--- config.mk ---
export PLATFORM = sky130hd
export DESIGN_NAME = vpu_sram_rd_responder
export DESIGN_NICKNAME = d
export VERILOG_FILES = /design/src/rtl/vpu_pkg.sv /design/src/rtl/vpu_sram_rd_lat_pipe.sv /design/src/rtl/vpu_sram_rd_responder.sv
export SDC_FILE = /design/constraint.sdc
export NUM_CORES = 1
export LEC_CHECK = 0
export ABC_AREA = 1
export BUFFER_PORTS_ARGS = -buffer_cell sky130_fd_sc_hd__buf_2
export CAP_MARGIN = 40
export CORE_AREA = 2 2 76 78
export DETAILED_ROUTE_END_ITERATION = 8
export DIE_AREA = 0 0 78 80
export PLACE_DENSITY = 0.76
export SKIP_CTS_REPAIR_TIMING = 1
export SYNTH_ARGS = -nofsm -noshare
export SYNTH_HDL_FRONTEND = slang
export SYNTH_SLANG_ARGS = --single-unit
--- constraint.sdc ---
create_clock -name clk -period 1.5 [get_ports clk]
set_input_delay 0.3 -clock clk [delete_from_list [all_inputs] [get_ports clk]]
set_output_delay 0.3 -clock clk [all_outputs]
set_load 0.1 [all_outputs]
--- src/rtl/vpu_pkg.sv ---
// rtl/vpu_pkg.sv - shared SRAM geometry and read-responder state type
package vpu_pkg;

    localparam int SRAM_DATA_WIDTH     = 32;
    localparam int SRAM_BANK_CNT_LG2   = 2;
    localparam int SRAM_BANK_DEPTH_LG2 = 10;

    typedef enum logic [1:0] {
        IDLE,
        GRANT,
        BURST,
        DRAIN
    } vpu_sram_rd_state_t;

endpackage

--- src/rtl/vpu_sram_rd_lat_pipe.sv ---
// rtl/vpu_sram_rd_lat_pipe.sv - valid shift pipeline matching the SRAM macro read latency
module vpu_sram_rd_lat_pipe #(
    parameter int DEPTH = 1
) (
    input  logic clk,
    input  logic rst,
    input  logic in_valid,
    output logic out_valid,
    output logic empty
);

    logic [DEPTH-1:0] stage;

    if (DEPTH == 1) begin : g_one
        always_ff @(posedge clk) begin
            if (rst) begin
                stage <= '0;
            end else begin
                stage <= in_valid;
            end
        end
    end else begin : g_shift
        always_ff @(posedge clk) begin
            if (rst) begin
                stage <= '0;
            end else begin
                stage <= {stage[DEPTH-2:0], in_valid};
            end
        end
    end

    assign out_valid = stage[DEPTH-1];
    assign empty     = (stage == '0);

endmodule

--- src/rtl/vpu_sram_rd_responder.sv ---
// rtl/vpu_sram_rd_responder.sv - banked SRAM read-burst responder; VPU_SRAM_RD_OUTREG_EN adds an output register stage
module vpu_sram_rd_responder
    import vpu_pkg::*;
#(
    parameter int RD_LAT = 1,
    localparam int DW    = SRAM_DATA_WIDTH,
    localparam int BCL   = SRAM_BANK_CNT_LG2,
    localparam int ADL   = SRAM_BANK_DEPTH_LG2,
    localparam int BANKS = 2 ** BCL
) (
    input  logic                clk,
    input  logic                rst,
    input  logic                rreq_i,
    input  logic [BCL-1:0]      rid_i,
    input  logic [ADL-1:0]      raddr_i,
    input  logic                reb_i,
    input  logic                rlast_i,
    output logic                rack_o,
    output logic [DW-1:0]       rdata_o,
    output logic                rvalid_o,
    input  logic [BANKS-1:0]    bank_avail_i,
    output logic [BANKS-1:0]    sram_ce_o,
    output logic [ADL-1:0]      sram_addr_o,
    input  logic [DW*BANKS-1:0] sram_rdata_i,
    output logic                busy_o
);

    vpu_sram_rd_state_t state, state_d;
    logic [BCL-1:0]     bank_q;
    logic               issue;
    logic               pipe_valid;
    logic               pipe_empty;
    logic               drained;
    logic [DW-1:0]      sel_data;

    assign issue       = (state == BURST) && rreq_i && !reb_i;
    assign sram_addr_o = raddr_i;
    assign busy_o      = (state != IDLE);

    vpu_sram_rd_lat_pipe #(
        .DEPTH (RD_LAT)
    ) u_lat_pipe (
        .clk       (clk),
        .rst       (rst),
        .in_valid  (issue),
        .out_valid (pipe_valid),
        .empty     (pipe_empty)
    );

    always_comb begin
        sel_data = '0;
        for (int b = 0; b < BANKS; b++) begin
            if (bank_q == BCL'(b)) begin
                sel_data = sram_rdata_i[b*DW +: DW];
            end
        end
    end

`ifdef VPU_SRAM_RD_OUTREG_EN
    logic          rvalid_q;
    logic [DW-1:0] rdata_q;

    always_ff @(posedge clk) begin
        if (rst) begin
            rvalid_q <= 1'b0;
            rdata_q  <= '0;
        end else begin
            rvalid_q <= pipe_valid;
            rdata_q  <= pipe_valid ? sel_data : '0;
        end
    end

    assign rvalid_o = rvalid_q;
    assign rdata_o  = rdata_q;
    assign drained  = pipe_empty && !rvalid_q;
`else
    assign rvalid_o = pipe_valid;
    assign rdata_o  = pipe_valid ? sel_data : '0;
    assign drained  = pipe_empty;
`endif

    always_ff @(posedge clk) begin
        if (rst) begin
            state  <= IDLE;
            bank_q <= '0;
        end else begin
            state <= state_d;
            if (state == IDLE && state_d == GRANT) begin
                bank_q <= rid_i;
            end
        end
    end

    // Abort (rreq_i low) takes priority over a strobe in the same cycle.
    always_comb begin
        state_d   = state;
        rack_o    = 1'b0;
        sram_ce_o = '0;
        case (state)
            IDLE: begin
                if (rreq_i && bank_avail_i[rid_i]) begin
                    state_d = GRANT;
                end
            end
            GRANT: begin
                rack_o  = 1'b1;
                state_d = BURST;
            end
            BURST: begin
                if (!rreq_i) begin
                    state_d = DRAIN;
                end else if (!reb_i) begin
                    sram_ce_o = BANKS'(1) << bank_q;
                    if (rlast_i) begin
                        state_d = DRAIN;
                    end
                end
            end
            DRAIN: begin
                if (drained) begin
                    state_d = IDLE;
                end
            end
            default: state_d = IDLE;
        endcase
    end

endmodule

==> out/qor.csv, run 1 <==
metric,value,unit
DR pass1 iterations,5,
Worst path max stage delay,0.37,ns
clk sinks,5,
static leakage,0.00154,uW
simple logic cell fraction of the synthesized area,0.405,
Placed Cells,528,
WHS,0.258,ns
post-synthesis cell type count,18,
VDD IR max,0.584,mV
placed inst area,3380,um2
# rows,27,
worst path bufs/invs,2,
Hold Crit Class,input port to flop,
clock slew at reported path FFs,0.04,ns
GP Congestion,0.812,
largest net degree at the start of global routing,25,
Synth Area in XOR/XNOR,0,
CP Max Fanout,12,
GRT overflow,0,
first-pass GRT wire length,10800,um
final core utilization,0.644,
largest family of logic cells by synthesized area,simple AND/OR/NAND/NOR gates,
Max-Slew Margin vs Limit,0.784,
period utilization,1.24,
multiplexer share of the synthesized area,0,
CP required,1.20,ns
fillcell total,462,
post-DP HPWL,5970,um
Slew Limit Fails,0,
post-route setup TNS,-10.38,ns
count of input and output buffers,177,
Non-Filler Instances,535,
Tmin final,1.86,ns
die width,78,um
vias,2559,
failing checks,setup timing,
clk_lat worst skew,0.22,ns
Iteration-0 DRC Markers,93,
P&R area growth vs syn,143,%
Syn. warnings,0,
Max Cap Violations,0,
DIE AREA,6240,um2
critical path type,flop to primary output,
critical-path cell list,buf_4 > nor2_4 > nand2_1 > o211ai_1 > a21oi_4 > buf_12,
CP top delay family,flip-flops,
Die Height,80,um
Starting Density,0.265,
vias in the first global route,2442,
H-Tree Depth,1,
antenna cells,0,
core area,5410,um2
power per cell area,375,nW/um2
Avg WL per Cell,13.3,um
CP Capture Type,primary output,
drt drc,0,
Syn Inst Count,284,
Worst Clk Skew,0.00128,ns
area share of fa/ha/maj cells after synthesis,0,
initial antenna violation count,0,
DRT Wirelength,7130,um
Yosys reg bits,5,
RSZ-0062 raised after global routing,yes,
Longest Clk Path Bufs,2,
"slowest stage cell, crit path",dfxtp_4,
setup ws final,-0.364,ns
Final Hold Fails,0,
boundary pin count,198,
layout cells sized above 1,0.572,
vias per cell,4.78,
Antenna Violating Nets Remaining,0,
Syn Nets,433,
outcome,"finished, violations left",
synthesized area,1430,um2
Clock Tree Root,clkbuf_8,
crit start category,flop,
fmax,537,MHz
mean area per synthesized cell,5.05,um2
GRT Total Usage,0.213,
Synth Area in Compound Gates,0.300,
sequential area share after synthesis,0.0698,
Inserted Clock Buffers,3,
"Setup violations, final",35,
Worst Tran Pin Value,0.321,ns
crit path DAT,1.56,ns
Total Nets Final,613,
fin area,3480,um2
TritonCTS clock tree,done,
cells in the mapped netlist (all sizes together):
library cell / count / area (um2)
o21ai: 21 / 105
buf: 19 / 131
clkbuf: 7 / 26.3
or2: 3 / 18.8
dfxtp: 5 / 100
nand3: 23 / 115
nand4: 1 / 6.26
inv: 44 / 165
nand2: 74 / 278
nor2: 36 / 153
a21oi: 17 / 85.1
nor3: 2 / 10.0
o211ai: 32 / 240
layer usage:
| layer | share of wire | GRT usage | up-vias |
|---|---|---|---|
| met2 | 0.54 | 0.409 | 110 |
| met5 | 0 | 0 | - |
| met4 | 0.013 | 0.0491 | 0 |
| met1 | 0.37 | 0.236 | 1165 |
| li1 | - | - | 1274 |
| met3 | 0.079 | 0.0475 | 10 |
path summary, 6_finish.rpt:
check                 start                    to  slack, ns  cells past startpoint
setup / recovery  bank_q[0]           rdata_o[30]      -0.36                      6
hold / removal          rst  u_lat_pipe.out_valid       0.26                      2
setup reg to reg   state[1]             bank_q[0]       0.24                      8
hold reg to reg    state[0]              state[0]       0.59                      4
registers in the layout (all words and copies together) (netlist names):
signal	count
bank_q	2
state	2
u_lat_pipe.out_valid	1
report_power, final:
group          internal (uW)  switching (uW)
Combinational            396             499
Clock                    182            64.5
Sequential               143            20.2
through the flow:
stage	total power (uW)	setup slack (ns)
2_1_floorplan	788	-0.407
3_3_place_gp	1010	-0.227
3_5_place_dp	1030	-0.265
4_1_cts	1290	-0.503
5_1_grt	1420	-0.453
6_report	1300	-0.364
cells by family after synthesis:
| family | after synthesis |
|---|---|
| AND/OR/NAND/NOR | 139 |
| AO/OA/AOI/OAI | 70 |
| buffers and inverters | 70 |
| flip-flops | 5 |
layout by cell type, fill, tap and decap left out, types with 3 or more instances in the layout:
cell and n:
buf_2 138, nand2_1 72, buf_12 44, o211ai_1 32, nor2_1 29, nand3_1 22
inv_1 20, clkinvlp_4 19, buf_4 18, a21oi_4 14, o21ai_1 9, nor2_4 7
o21ai_0 7, o21ai_2 5, or2_2 3, a21oi_1 3, dfxtp_4 3, clkbuf_8 3
worst reg2reg max path: stages, from the launching register on:
cell	delay, ns
dfxtp_1	0.32
buf_4	0.16
inv_1	0.08
nand2_2	0.08
nor2_1	0.18
nand3_1	0.16
nand2_1	0.08
inv_1	0.04
nor2_1	0.08
layout make-up:
type | count | area (um2) | area share
inverters | 44 | 254 | 0.0730
repair buffers | 201 | 1720 | 0.494
flip-flops and latches | 5 | 111 | 0.0320
clock buffers | 4 | 45.0 | 0.0129
well taps | 72 | 90.1 | 0.0259
multi-input cells | 209 | 1260 | 0.363
No activity file was read; power rests on OpenSTA's default activity.
==> run 2: changes to the inputs <==
--- a/config.mk
+++ b/config.mk
@@ -16,3 +16,4 @@
 export SYNTH_ARGS = -nofsm -noshare
 export SYNTH_HDL_FRONTEND = slang
 export SYNTH_SLANG_ARGS = --single-unit
+export TNS_END_PERCENT = 50
==> run 2 against run 1 <==
Net effect:
- the flow still finishes with violations (setup timing)
- sequential power up 2%
- sequential share of layout area is essentially flat
- first-iteration DRC count shrank 24%
- global-route usage shrank 0.83 points
- wire length shrank 1.2%
- via count shrank 0.90%
- combinational power increased by 2.7%
- sequential cell count unchanged
- utilization rose by 0.35 points
- non-clock buffer count down 2
- largest power group unchanged
==> out/qor.csv, run 2 (synthesis results as in run 1) <==
metric,value,unit,change
outcome,"finished, violations left",,
failing checks,setup timing,,
P&R area growth vs syn,144,%,
vias,2536,,-0.90%
DR pass1 iterations,4,,-1
Psw,591,uW,+1.1%
largest net degree at the start of global routing,27,,+8.0%
GRT Total Usage,0.204,,-0.00827
Tmin final,1.88,ns,+0.0170 ns
clock slew at reported path FFs,0.04,ns,about the same
GRT overflow,0,,unchanged
Clock Tree Root,clkbuf_8,,
P_int,744,uW,+3.3%
sequential power share,0.125,,about the same
Final Hold Fails,0,,unchanged
Die Height,80,um,unchanged
static leakage,0.00165,uW,+7.2%
drt drc,0,,unchanged
Hold Crit Class,input port to flop,,
fmax,532,MHz,-0.90%
fillcell total,456,,-1.3%
post-route setup TNS,-10.23,ns,+0.152 ns
GP Congestion,0.766,,-5.6%
Worst Tran Pin Value,0.455,ns,+0.134 ns
crit start category,flop,,
CP required,1.20,ns,about the same
layout cells sized above 1,0.564,,-0.00836
power per cell area,381,nW/um2,+1.8%
setup ws final,-0.381,ns,-0.0170 ns
final core utilization,0.647,,+0.00347
CP Max Fanout,17,,+5
VDD IR max,0.618,mV,+5.7%
clk sinks,5,,unchanged
CP Capture Type,primary output,,
Avg WL per Cell,13.2,um,-0.81%
combinational power share,0.689,,+0.003
TritonCTS clock tree,done,,
Slew Limit Fails,0,,unchanged
Inserted Clock Buffers,3,,unchanged
"Setup violations, final",36,,+2.9%
Worst Clk Skew,0.00162,ns,+0.000341 ns
switch share,0.442,,-0.00524
RSZ-0062 raised after global routing,yes,,
Max-Slew Margin vs Limit,0.694,,-0.0905
DRT Wirelength,7040,um,-1.2%
boundary pin count,198,,unchanged
post-DP HPWL,5780,um,-3.1%
"most common cell after layout, fill and taps aside",buf_2,,
WHS,0.270,ns,+0.0122 ns
Total Nets Final,611,,-0.33%
core area,5410,um2,unchanged
period utilization,1.25,,+0.0113
crit path DAT,1.58,ns,+0.02 ns
DIE AREA,6240,um2,unchanged
Pwr Total,1340,uW,+2.3%
count of input and output buffers,177,,unchanged
vias in the first global route,2402,,-1.6%
critical path type,flop to primary output,,
H-Tree Depth,1,,unchanged
die width,78,um,unchanged
antenna cells,0,,unchanged
Longest Clk Path Bufs,2,,unchanged
Iteration-0 DRC Markers,71,,-24%
# rows,27,,unchanged
most frequent cells in the layout,"138 x buf_2, 73 x nand2_1, 48 x buf_12",,
vias per cell,4.76,,-0.53%
Max Cap Violations,0,,unchanged
clk_lat worst skew,0.22,ns,about the same
Antenna Violating Nets Remaining,0,,unchanged
first-pass GRT wire length,10500,um,-3.4%
Starting Density,0.265,,unchanged
clock power share,0.186,,-0.003
initial antenna violation count,0,,unchanged
## run 2: routing by layer
| metal | GRT usage | wire length [um] | share of wire | vias up |
|---|---|---|---|---|
| met4 | 0.0316 | 41 | 0.0058 | 0 |
| met3 | 0.0486 | 561 | 0.080 | 6 |
| met5 | 0 | 0 | 0 | - |
| li1 | - | - | - | 1274 |
| met1 | 0.230 | 2650 | 0.38 | 1143 |
| met2 | 0.395 | 3780 | 0.54 | 113 |
## run 2: final timing paths
path	slack, ns	depth (start not counted)	from	end
setup / recovery	-0.38	5	bank_q[0]	rdata_o[15]
hold / removal	0.27	2	rst	u_lat_pipe.out_valid
setup reg to reg	0.30	7	state[0]	bank_q[0]
hold reg to reg	0.53	2	state[1]	state[0]
## run 2: final cells by class
class / instances / area (um2) / area share
Timing Repair Buffer: 199 / 1750 / 0.501
Multi-Input combinational cell: 209 / 1270 / 0.364
Inverter: 44 / 226 / 0.0647
Sequential cell: 5 / 113 / 0.0322
Tap cell: 72 / 90.1 / 0.0257
Clock buffer: 4 / 45.0 / 0.0129
## run 2: critical path: stages (launching register included)
cell and delay, ns:
dfxtp_4 0.43, nand2_4 0.08, buf_12 0.15, o211ai_1 0.31, clkinvlp_4 0.19, buf_12 0.19
## run 2: power groups by stage
stage | Sequential (uW) | Combinational, uW | Clock (uW)
detailed placement | 164 | 875 | 0
global placement | 162 | 856 | 0
global route | 169 | 1000 | 262
finish | 167 | 919 | 248
CTS | 162 | 877 | 249
floorplan | 162 | 621 | 0
## run 2: through the flow
step / cell area (um2) / setup WS, ns / cells
floorplan: 1760 / -0.407 / 284
global placement: 3340 / -0.177 / 525
detailed placement: 3340 / -0.246 / 525
CTS: 3390 / -0.488 / 529
global route: 3500 / -0.458 / 533
finish: 3500 / -0.381 / 533
==> run 3: changes to the inputs <==
--- a/config.mk
+++ b/config.mk
@@ -8,10 +8,11 @@
 export ABC_AREA = 1
 export BUFFER_PORTS_ARGS = -buffer_cell sky130_fd_sc_hd__buf_2
 export CAP_MARGIN = 40
-export CORE_AREA = 2 2 76 78
+export CORE_AREA = 2 2 77 79
+export CTS_BUF_LIST = sky130_fd_sc_hd__clkbuf_4
 export DETAILED_ROUTE_END_ITERATION = 8
-export DIE_AREA = 0 0 78 80
-export PLACE_DENSITY = 0.76
+export DIE_AREA = 0 0 79 81
+export PLACE_DENSITY = 0.75
 export SKIP_CTS_REPAIR_TIMING = 1
 export SYNTH_ARGS = -nofsm -noshare
 export SYNTH_HDL_FRONTEND = slang
==> run 3 against run 2 <==
Net effect:
- highest routed layer unchanged
- die area is 2.5% higher
- critical path depth is 3 higher
- worst hold slack worse by 0.042 ns
- clock power fell by 28%
- sequential share of layout area grew 0.059 points
- maximum frequency fell by 2.6%
- non-clock buffer count is 3 higher
- the flow still finishes with violations (setup timing)
- wire length down 2.9%
- utilization decreased by 4.2 points
- first-iteration DRC count decreased by 9.9%
- sequential power is 4% lower
- cell count up 1.1%
==> out/qor.csv, run 3 (synthesis results as in run 1) <==
metric,value,unit,change
H-Tree Depth,1,,unchanged
clk_lat worst skew,0.25,ns,+0.03 ns
TritonCTS clock tree,done,,
Worst Tran Pin Value,0.325,ns,-0.130 ns
critical-path cell list,buf_4 > nor2_4 > buf_12 > nand2_1 > nand3_1 > o211ai_1 > clkinvlp_4 > buf_12,,
fmax,518,MHz,-2.6%
crit path DAT,1.63,ns,+0.05 ns
first-pass GRT wire length,10600,um,+0.92%
setup ws final,-0.430,ns,-0.0497 ns
# rows,28,,+3.7%
crit start category,flop,,
Die Height,81,um,+1.3%
Longest Clk Path Bufs,2,,unchanged
CP Capture Type,primary output,,
Max Used Layer,met4,,
largest net degree at the start of global routing,24,,-11%
GRT Total Usage,0.199,,-0.00540
clk sinks,5,,unchanged
boundary pin count,198,,unchanged
vias per cell,4.68,,-1.7%
CP Max Fanout,18,,+1
met3 WL,425,um,-24%
CP required,1.20,ns,about the same
Clock Tree Root,clkbuf_4,,
"Setup violations, final",36,,unchanged
clock slew at reported path FFs,0.05,ns,about the same
vias in the first global route,2436,,+1.4%
period utilization,1.29,,+0.0331
Placement Setup Slack,-0.277,ns,-0.0302 ns
Non-Filler Instances,539,,+1.1%
critical path type,flop to primary output,,
M1 WL,2710,um,+2.2%
Met2 Routed Length,3610,um,-4.6%
Max Cap Violations,0,,unchanged
Crit path top cell by count,buf_12,,
static leakage,0.00162,uW,-1.8%
Tmin final,1.93,ns,+0.0497 ns
failing checks,setup timing,,
Inserted Clock Buffers,3,,unchanged
Hold Crit Class,input port to flop,,
WHS,0.228,ns,-0.0418 ns
Worst Clk Skew,0.00673,ns,+0.00511 ns
VDD IR max,0.499,mV,-19%
"slowest stage cell, crit path",dfxtp_4,,
antenna cells,0,,unchanged
core area,5680,um2,+5.0%
post-DP HPWL,5800,um,+0.32%
die width,79,um,+1.3%
Starting Density,0.253,,-0.0126
DRT Wirelength,6840,um,-2.9%
Pwr Total,1230,uW,-7.7%
fillcell total,518,,+14%
RSZ-0062 raised after global routing,yes,,
GRT overflow,0,,unchanged
Antenna Violating Nets Remaining,0,,unchanged
DIE AREA,6400,um2,+2.5%
Max-Slew Margin vs Limit,0.782,,+0.0888
layout cells sized above 1,0.547,,-0.0166
post-route setup TNS,-12.74,ns,-2.52 ns
Total Nets Final,614,,+0.49%
Final Hold Fails,0,,unchanged
most frequent cells in the layout,"138 x buf_2, 73 x nand2_1, 45 x buf_12",,
Iteration-0 DRC Markers,64,,-9.9%
drt drc,0,,unchanged
initial antenna violation count,0,,unchanged
Placed Cells,532,,+1.3%
count of input and output buffers,177,,unchanged
GP Congestion,0.855,,+12%
"most common cell after layout, fill and taps aside",buf_2,,
outcome,"finished, violations left",,
Slew Limit Fails,0,,unchanged
DR pass1 iterations,4,,unchanged
power per cell area,358,nW/um2,-6.1%
vias,2520,,-0.63%
Avg WL per Cell,12.7,um,-4.0%
P&R area growth vs syn,140,%,
Worst path max stage delay,0.35,ns,-0.08 ns
## run 3: cell types whose count changed in the layout (fill, tap and decap cells not counted), sizes merged
cell  delta
buf      +3
## run 3: final timing paths
check                 start              endpoint  slack (ns)  cells past startpoint
setup / recovery  bank_q[1]           rdata_o[11]       -0.43                      8
hold reg to reg    state[1]              state[0]        0.53                      2
setup reg to reg   state[0]             bank_q[0]        0.32                      7
hold / removal          rst  u_lat_pipe.out_valid        0.23                      2
## run 3: critical path: cells and delay by family (launching register included)
kind	cells	cell delay [ns]
buf+inv	4	0.60
simple gates	3	0.31
compound gates	1	0.12
flops	1	0.35
## run 3: report_power, final
group | internal (uW) | switching, uW | total (uW) | leakage (uW)
sequential | 143 | 18.1 | 161 | 0.0000435
combinational | 399 | 494 | 893 | 0.00156
clock | 119 | 59.2 | 178 | 0.0000184
total | 661 | 571 | 1230 | 0.00162
## run 3: metrics by stage
step | utilization | instance area, um2
after global placement | 0.591 | 3350
final | 0.606 | 3440
after detailed placement | 0.591 | 3350
after CTS | 0.596 | 3380
after floorplan | - | 1760
after global routing | 0.606 | 3440
## run 3: per-layer routing
metal,global-route usage,vias to the layer above
met5,0,-
met4,0.0466,0
met3,0.0367,11
met2,0.377,103
met1,0.231,1132
li1,-,1274
## run 3: area by class of cell
type | instances | area (um2) | area share
multi-input combinational | 209 | 1240 | 0.360
sequential | 5 | 113 | 0.0328
timing repair buffer | 202 | 1740 | 0.506
clock buffer | 4 | 30.0 | 0.00874
inverter | 44 | 226 | 0.0659
tap | 75 | 93.8 | 0.0273
